[config.mk]
export PLATFORM = sky130hd
export DESIGN_NAME = ram_2_port_be
export DESIGN_NICKNAME = d
export VERILOG_FILES = /design/src/rtl/ram_2_port_be.sv
export SDC_FILE = /design/constraint.sdc
export NUM_CORES = 1
export LEC_CHECK = 0
export CAP_MARGIN = 0
export CORE_MARGIN = 2
export CORE_UTILIZATION = 55
export CTS_CLUSTER_DIAMETER = 50
export DETAILED_ROUTE_END_ITERATION = 16
export HOLD_SLACK_MARGIN = 0.1
export PLACE_DENSITY_LB_ADDON = 0.08
export SLEW_MARGIN = 20
export SYNTH_ARGS = -nofsm -noshare
export SYNTH_HDL_FRONTEND = slang
export SYNTH_SLANG_ARGS = --single-unit
[constraint.sdc]
create_clock -name clk -period 3.66 [get_ports clk]
set_input_delay 0.549 -clock clk [delete_from_list [all_inputs] [get_ports clk]]
set_output_delay 0.549 -clock clk [all_outputs]
set_load 0.02 [all_outputs]
[src/rtl/ram_2_port_be.sv]
// Simple dual-port table RAM: byte-lane writes, 1- or 2-cycle registered reads,
// optional write-to-read bypass and a zeroing sweep that runs after every reset.
module ram_2_port_be #(
   parameter int WORD_SIZE     = 16,
   parameter int BYTE_SIZE     = 8,
   parameter int ADDR_SIZE     = 5,
   parameter int NUM_WORDS     = 2**5,
   parameter int RD_LATENCY    = 1,
   parameter int BYPASS        = 1,
   parameter int INIT_ON_RESET = 1
) (
   input  logic                             clk,
   input  logic                             rst,
   input  logic                             wr_en,
   input  logic [ADDR_SIZE-1:0]             wr_addr,
   input  logic [WORD_SIZE/BYTE_SIZE-1:0]   wr_byte_en,
   input  logic [WORD_SIZE-1:0]             wr_word,
   input  logic                             rd_en,
   input  logic [ADDR_SIZE-1:0]             rd_addr,
   output logic [WORD_SIZE-1:0]             rd_word,
   output logic                             rd_valid,
   output logic                             init_busy
);

   localparam int LANES  = WORD_SIZE / BYTE_SIZE;
   localparam int MEM_AW = (NUM_WORDS > 1) ? $clog2(NUM_WORDS) : 1;

   typedef enum logic {S_INIT, S_READY} state_t;

   state_t                r_state;
   logic [MEM_AW-1:0]     r_cnt;
   logic                  r_init_busy;
   logic [WORD_SIZE-1:0]  r_mem [NUM_WORDS];

   logic                  r_vld_p0;
   logic [WORD_SIZE-1:0]  r_data_p0;

   logic                  w_ready;
   logic                  w_wr_in;
   logic                  w_rd_in;
   logic                  w_wr_ok;
   logic                  w_rd_ok;
   logic [MEM_AW-1:0]     w_wr_idx;
   logic [MEM_AW-1:0]     w_rd_idx;
   logic [WORD_SIZE-1:0]  w_old;
   logic [WORD_SIZE-1:0]  w_rd_data;

   function automatic logic [WORD_SIZE-1:0] f_merge(
      input logic [WORD_SIZE-1:0] old_w,
      input logic [WORD_SIZE-1:0] new_w,
      input logic [LANES-1:0]     be
   );
      logic [WORD_SIZE-1:0] m;
      m = old_w;
      for (int i = 0; i < LANES; i++)
         if (be[i]) m[i*BYTE_SIZE +: BYTE_SIZE] = new_w[i*BYTE_SIZE +: BYTE_SIZE];
      return m;
   endfunction

   assign w_ready  = (r_state == S_READY) && !rst;
   assign w_wr_in  = (32'(wr_addr) < 32'(NUM_WORDS));
   assign w_rd_in  = (32'(rd_addr) < 32'(NUM_WORDS));
   assign w_wr_ok  = w_ready && wr_en && w_wr_in;
   assign w_rd_ok  = w_ready && rd_en;
   assign w_wr_idx = wr_addr[MEM_AW-1:0];
   assign w_rd_idx = rd_addr[MEM_AW-1:0];
   assign w_old    = w_rd_in ? r_mem[w_rd_idx] : '0;

   // Same-cycle hit on the written address sees the merged word when bypass is on
   always_comb begin
      w_rd_data = w_old;
      if ((BYPASS != 0) && w_wr_ok && w_rd_in && (wr_addr == rd_addr))
         w_rd_data = f_merge(w_old, wr_word, wr_byte_en);
   end

   always_ff @(posedge clk) begin
      if (rst) begin
         r_state     <= (INIT_ON_RESET != 0) ? S_INIT : S_READY;
         r_init_busy <= (INIT_ON_RESET != 0);
         r_cnt       <= '0;
      end else if (r_state == S_INIT) begin
         r_cnt <= r_cnt + 1'b1;
         if (r_cnt == MEM_AW'(NUM_WORDS - 1)) begin
            r_state     <= S_READY;
            r_init_busy <= 1'b0;
         end
      end
   end

   always_ff @(posedge clk) begin
      if (r_state == S_INIT && !rst)
         r_mem[r_cnt] <= '0;
      else if (w_wr_ok)
         r_mem[w_wr_idx] <= f_merge(r_mem[w_wr_idx], wr_word, wr_byte_en);
   end

   // Stage p0: array read registered
   always_ff @(posedge clk) begin
      if (rst) begin
         r_vld_p0  <= 1'b0;
         r_data_p0 <= '0;
      end else begin
         r_vld_p0 <= w_rd_ok;
         if (w_rd_ok) r_data_p0 <= w_rd_data;
      end
   end

   generate
      if (RD_LATENCY == 2) begin : g_lat2
         logic                 r_vld_p1;
         logic [WORD_SIZE-1:0] r_data_p1;

         // Stage p1: extra output register
         always_ff @(posedge clk) begin
            if (rst) begin
               r_vld_p1  <= 1'b0;
               r_data_p1 <= '0;
            end else begin
               r_vld_p1 <= r_vld_p0;
               if (r_vld_p0) r_data_p1 <= r_data_p0;
            end
         end

         assign rd_word  = r_data_p1;
         assign rd_valid = r_vld_p1;
      end else begin : g_lat1
         assign rd_word  = r_data_p0;
         assign rd_valid = r_vld_p0;
      end
   endgenerate

   assign init_busy = r_init_busy;

endmodule

# After elaboration in Yosys (flattened, before gate mapping)
# Memory sizes are Yosys's and may differ from the RTL's.
# Cells that the tools add are included.
# totals
word_cells,41
ram_bits,512
in_bits,32
out_inout_bits,18
memories,1
regBits,24
# classes
bitwise,1
add_sub_neg,1
n_reduce_logical,10
n_mux,19
eq_ne,4
# memory_table
name,words,width,read_ports,rd_ports_with_merged_regs,wr,line_no,rtl
r_mem,32,16,1,0,1,33,logic [WORD_SIZE-1:0] r_mem [NUM_WORDS];
# ops
op,count
$mux W8,8
$mux W16,2
$reduce_or A16 Y1,1
$mux W1,7
$ne A3 B3 Y1 const B,2
$reduce_and A2 Y1,3
$add A5 B1 Y5 const B,1
$eq A5 B5 Y1,1
$eq A5 B5 Y1 const B,1
$logic_and A1 B1 Y1,5
$mux W5,1
$mux W2,1
$logic_not A1 Y1,1
$not A1 Y1,1

# Depth between registers and ports, before layout
# depth
ltp_word,9
depth_mapped,9
ltp_nobuf,5

# Least setup slack after synthesis
# Ideal clock, no wire load.
# synth_path
kind,input-to-reg
startpoint,input port rst
endpoint,"memory r_mem[22][10], enable pin"
n_path_buf,2
stages,7
required_ns,3.290
path_slack_ns,1.160
t_arrival_ns,2.130
setup_ns,0.370
cell_sequence,and3b_1 > a21boi_0 > buf_2 > buf_2 > mux2i_1 > nand2_1 > nor2_1
# synth_between
elab_chain_len,9
word_cells_on_any_way,16
classes_between,eq/ne (2); mux (7); reduce/logical (7)
# synth_lines
element,line_no,rtl
start: declaration,13,"input logic rst,"
$logic_not A1 Y1 (*),"60, 91",
$logic_and A1 B1 Y1,60,assign w_ready = (r_state == S_READY) && !rst;
$logic_and A1 B1 Y1,63,assign w_wr_ok = w_ready && wr_en && w_wr_in;
$mux W1,93,else if (w_wr_ok)
$mux W1,91,if (r_state == S_INIT && !rst)
$mux W1 (implied by the code),94,"r_mem[w_wr_idx] <= f_merge(r_mem[w_wr_idx], wr_word, wr_byte_en);"
$reduce_and A2 Y1 (no source line),n/a,
$reduce_or A16 Y1 (no source line),n/a,
$mux W5 (no source line) / $mux W2 (equally long branches),n/a,
end: declaration,33,
# Mark *: on every way between the ends. The rest lies on a longest branch, timed or not.

# Worst setup path in the final report
# layout_path
startpoint,input port wr_en
endpoint,"memory r_mem[0][3], enable pin"
# layout_between
elab_chain_len,7
word_cells_on_any_way,11
classes_between,eq/ne (2); mux (5); reduce/logical (4)
# layout_lines
element,line_no,rtl
start: declaration,14,"input logic wr_en,"
$logic_and A1 B1 Y1 (*),63,
$mux W1,93,
$mux W1,91,
$mux W1 (implied by the code),94,
$reduce_and A2 Y1 (no source line),n/a,
$reduce_or A16 Y1 (no source line),n/a,
$mux W5 (no source line) / $mux W2 (equally long branches),n/a,
# Marked as above.

==> flow_metrics.py <==
metrics = {
    "synthesis": {
        "ys_async_sr_fraction": 0,
        "synth_nets": 1047,
        "yosysUniqueCellTypes": 38,
        "ys_ff_latch": 536,
        "yosysWarnings": 0,
        "ys.flop_type": "edfxtp_1",
        "avgSynthCellArea_um2": 20.8,
        "synth_seq_area_share": 0.752,
        "netlist_area_um2": 21100,
        "synth_edf_count": 512,
        "synthCells": 1013,
    },
    "setup_path": {
        "rrSetupSlack_ps": 970,
        "worstRegToRegCells": 6,
        "r2r-start": "r_state$_SDFF_PP0_",
        "r2r-end": "r_mem[0][3]$_DFFE_PP_",
        "crit_fanout": 22,
        "start_kind": "input pin",
        "cp.arrival_ps": 3130,
        "critical_path_class": "in -> reg",
        "worstSetupEndpointType": "register",
        "required_ps": 3880,
    },
    "sta": {
        "hold_violations": 0,
        "period_needed_ps": 2900,
        "fmaxAchievable_ghz": 0.344,
        "fin_worst_skew_ps": 20.6,
        "finalMaxSlewViolations": 0,
        "final.setup.tns_ps": 0,
        "worstMarginPinSlew_ps": 1050,
        "relSlewSlack": 0.286,
        "timing.final.crit_share": 0.794,
        "report.final.setup_viol": 0,
        "rsz0062_at_grt": "false",
    },
    "layout": {
        "area_growth_pct": 16.3,
        "drive_above_1_share": 0.276,
        "mostFrequentLayoutCell": "edfxtp_1",
        "stdcell_count": 1728,
        "mostFrequentLayoutCells": "512 x edfxtp_1, 142 x mux4_2, 94 x buf_4",
        "nets": 1204,
        "fillerInstances": 2557,
    },
    "route": {
        "vias_per_cell": 6.09,
        "postRouteAntennaNets": 0,
        "dr_total_vias": 10500,
        "drc": 0,
        "drt_iter0_markers": 1044,
        "drt-wirelength-per-cell_um": 27.8,
        "drt-pass1-iter-count": 6,
        "postRouteWirelength_mm": 48.1,
    },
    "die": {
        "rows": 71,
        "core_um2": 37800,
        "io_pins": 50,
        "initial_utilization": 0.559,
        "die_h_um": 200,
        "die_w_um": 200,
        "die-area_um2": 39900,
    },
    "pwr": {
        "total_leakage_power_uw": 0.00744,
        "seqPwrFrac": 0.531,
        "vdd_ir_drop_max_mv": 0.390,
        "finalPower_uw": 12600,
        "p_switching_uw": 2570,
        "p_comb_frac": 0.041,
        "pwr-share-clk": 0.429,
        "power_density_nw_per_um2": 513,
        "internal_power_uw": 10000,
        "swShare": 0.204,
    },
    "hold_path": {
        "hp-class": "reg -> reg",
        "holdPathEnd": "rd_word[4]$_SDFFE_PP0P_",
        "holdPathStages": 2,
        "min_from": "rd_word[4]$_SDFFE_PP0P_",
    },
    "cts": {
        "cts_buffer_depth": 3,
        "post-cts-setup-buffer-count": 0,
        "cts_root_buf": "clkbuf_16",
        "cts.sinks": 536,
        "holdBufCountCts": 0,
        "cts_resized": 0,
        "cts_buffers": 55,
        "cts_max_level": 2,
        "clkTransAtPathRegs_ps": 60,
        "cts_tree": "done",
        "clk_latency_ps": 600,
    },
    "status": {
        "status": "completed",
    },
    "global_route": {
        "grt-busiest-layer": "met2",
        "grt_pass1_wl_mm": 70.9,
        "grt_pass1_vias": 10700,
        "overflow": 0,
        "grt_util_met2": 0.387,
        "grt_max_degree": 43,
        "grtUsageTotal": 0.251,
        "antenna_found_initial": 2,
        "met3_usage": 0.0491,
        "grt_use_met1": 0.374,
    },
    "placed_design": {
        "dp_cells": 1624,
        "gp_congestion": 0.835,
        "post-dp-hpwl_mm": 30.8,
        "numPortBuffers": 49,
    },
    "run": {
        "drv_cap": 0,
    },
}
-- cells in the mapped netlist (2+ instances only) --
cell type | n | area share
nand3_1 | 14 | 0.0033
mux2i_1 | 27 | 0.013
o211a_1 | 14 | 0.0066
nand2_1 | 39 | 0.0069
nor2_1 | 77 | 0.014
and3b_1 | 2 | 0.00083
ha_1 | 2 | 0.0012
clkbuf_1 | 13 | 0.0023
nand2b_1 | 23 | 0.0068
a22oi_1 | 14 | 0.0050
xor2_1 | 2 | 0.00083
o31ai_1 | 2 | 0.00071
buf_2 | 24 | 0.0057
inv_1 | 3 | 0.00053
dfxtp_1 | 24 | 0.023
o211ai_1 | 14 | 0.0050
a22o_1 | 2 | 0.00083
mux2_2 | 7 | 0.0037
a221o_1 | 2 | 0.00095
buf_6 | 5 | 0.0027
xnor2_1 | 6 | 0.0025
and2_1 | 16 | 0.0047
or2_2 | 2 | 0.00059
buf_4 | 7 | 0.0025
o311ai_1 | 2 | 0.00083
edfxtp_1 | 512 | 0.73
nor2b_1 | 2 | 0.00059
a21oi_1 | 2 | 0.00047
mux4_2 | 142 | 0.15
a211oi_1 | 4 | 0.0014
-- cell type report --
type / count / area, µm² / share of cell area
diodes: 2 / 5.00 / 0.000204
clock buffers: 74 / 1520 / 0.0620
clock inverters: 28 / 226 / 0.00923
inverters: 3 / 11.3 / 0.000459
multi-input cells: 424 / 4950 / 0.202
flip-flops and latches: 536 / 15900 / 0.646
well taps: 511 / 639 / 0.0261
repair buffers: 150 / 1330 / 0.0543
-- power groups by stage --
stage | Combinational (µW) | Sequential (µW) | Clock (µW)
2_1_floorplan | 324 | 6800 | 0
6_report | 510 | 6680 | 5400
3_5_place_dp | 513 | 6810 | 0
3_3_place_gp | 510 | 6810 | 0
4_1_cts | 515 | 6680 | 5470
5_1_grt | 542 | 6680 | 5710
-- per-layer routing --
| layer | vias up | part of all wire | routed length (µm) |
|---|---|---|---|
| met5 | - | 0 | 0 |
| met4 | 0 | 0.021 | 1030 |
| met3 | 68 | 0.071 | 3390 |
| met2 | 392 | 0.48 | 23000 |
| met1 | 5571 | 0.43 | 20700 |
| li1 | 4494 | - | - |
-- state kept, by name (all words and copies together), names as in the netlist --
name / flops
r_state: 1
r_cnt: 5
rd_valid: 1
rd_word: 16
r_mem: 512
init_busy: 1
-- kinds of logic after synthesis --
logic type | Yosys count | synth area share
buf+inv | 53 | 0.0139
simple gates | 180 | 0.0393
fa+ha+maj | 2 | 0.00119
compound gates | 58 | 0.0225
flops | 536 | 0.752
xor+xnor | 8 | 0.00332
mux | 176 | 0.168
-- metrics by stage --
stage | hold slack [ps] | utilization | cell area (µm²) | setup slack [ps]
floorplan | 510 | - | 21100 | 1160
global placement | 486 | 0.604 | 22800 | 241
detailed placement | 495 | 0.604 | 22800 | 226
CTS | 511 | 0.650 | 24500 | 825
global route | 530 | 0.650 | 24500 | 652
finish | 509 | 0.650 | 24500 | 756
-- how the worst max path moves through the flow --
stage,cells past startpoint,from,endpoint,slack (ps)
3_3_place_gp,7,wr_en,r_mem[16][5]$_DFFE_PP_,240
6_report,7,wr_en,r_mem[0][3]$_DFFE_PP_,760
4_1_cts,7,wr_en,r_mem[0][5]$_DFFE_PP_,820
2_1_floorplan,7,rst,r_mem[22][10]$_DFFE_PP_,1160
3_5_place_dp,7,wr_en,r_mem[0][15]$_DFFE_PP_,230
5_1_grt,7,wr_en,r_mem[0][3]$_DFFE_PP_,650
-- worst max-delay path, cell delays in order --
cell and delay, ps:
clkdlybuf4s50_1 550, and3b_1 250, a21boi_2 250, buf_12 200, mux2i_1 400, nand2_1 300
nor2_1 620
Power figures use the tool's default switching activity.
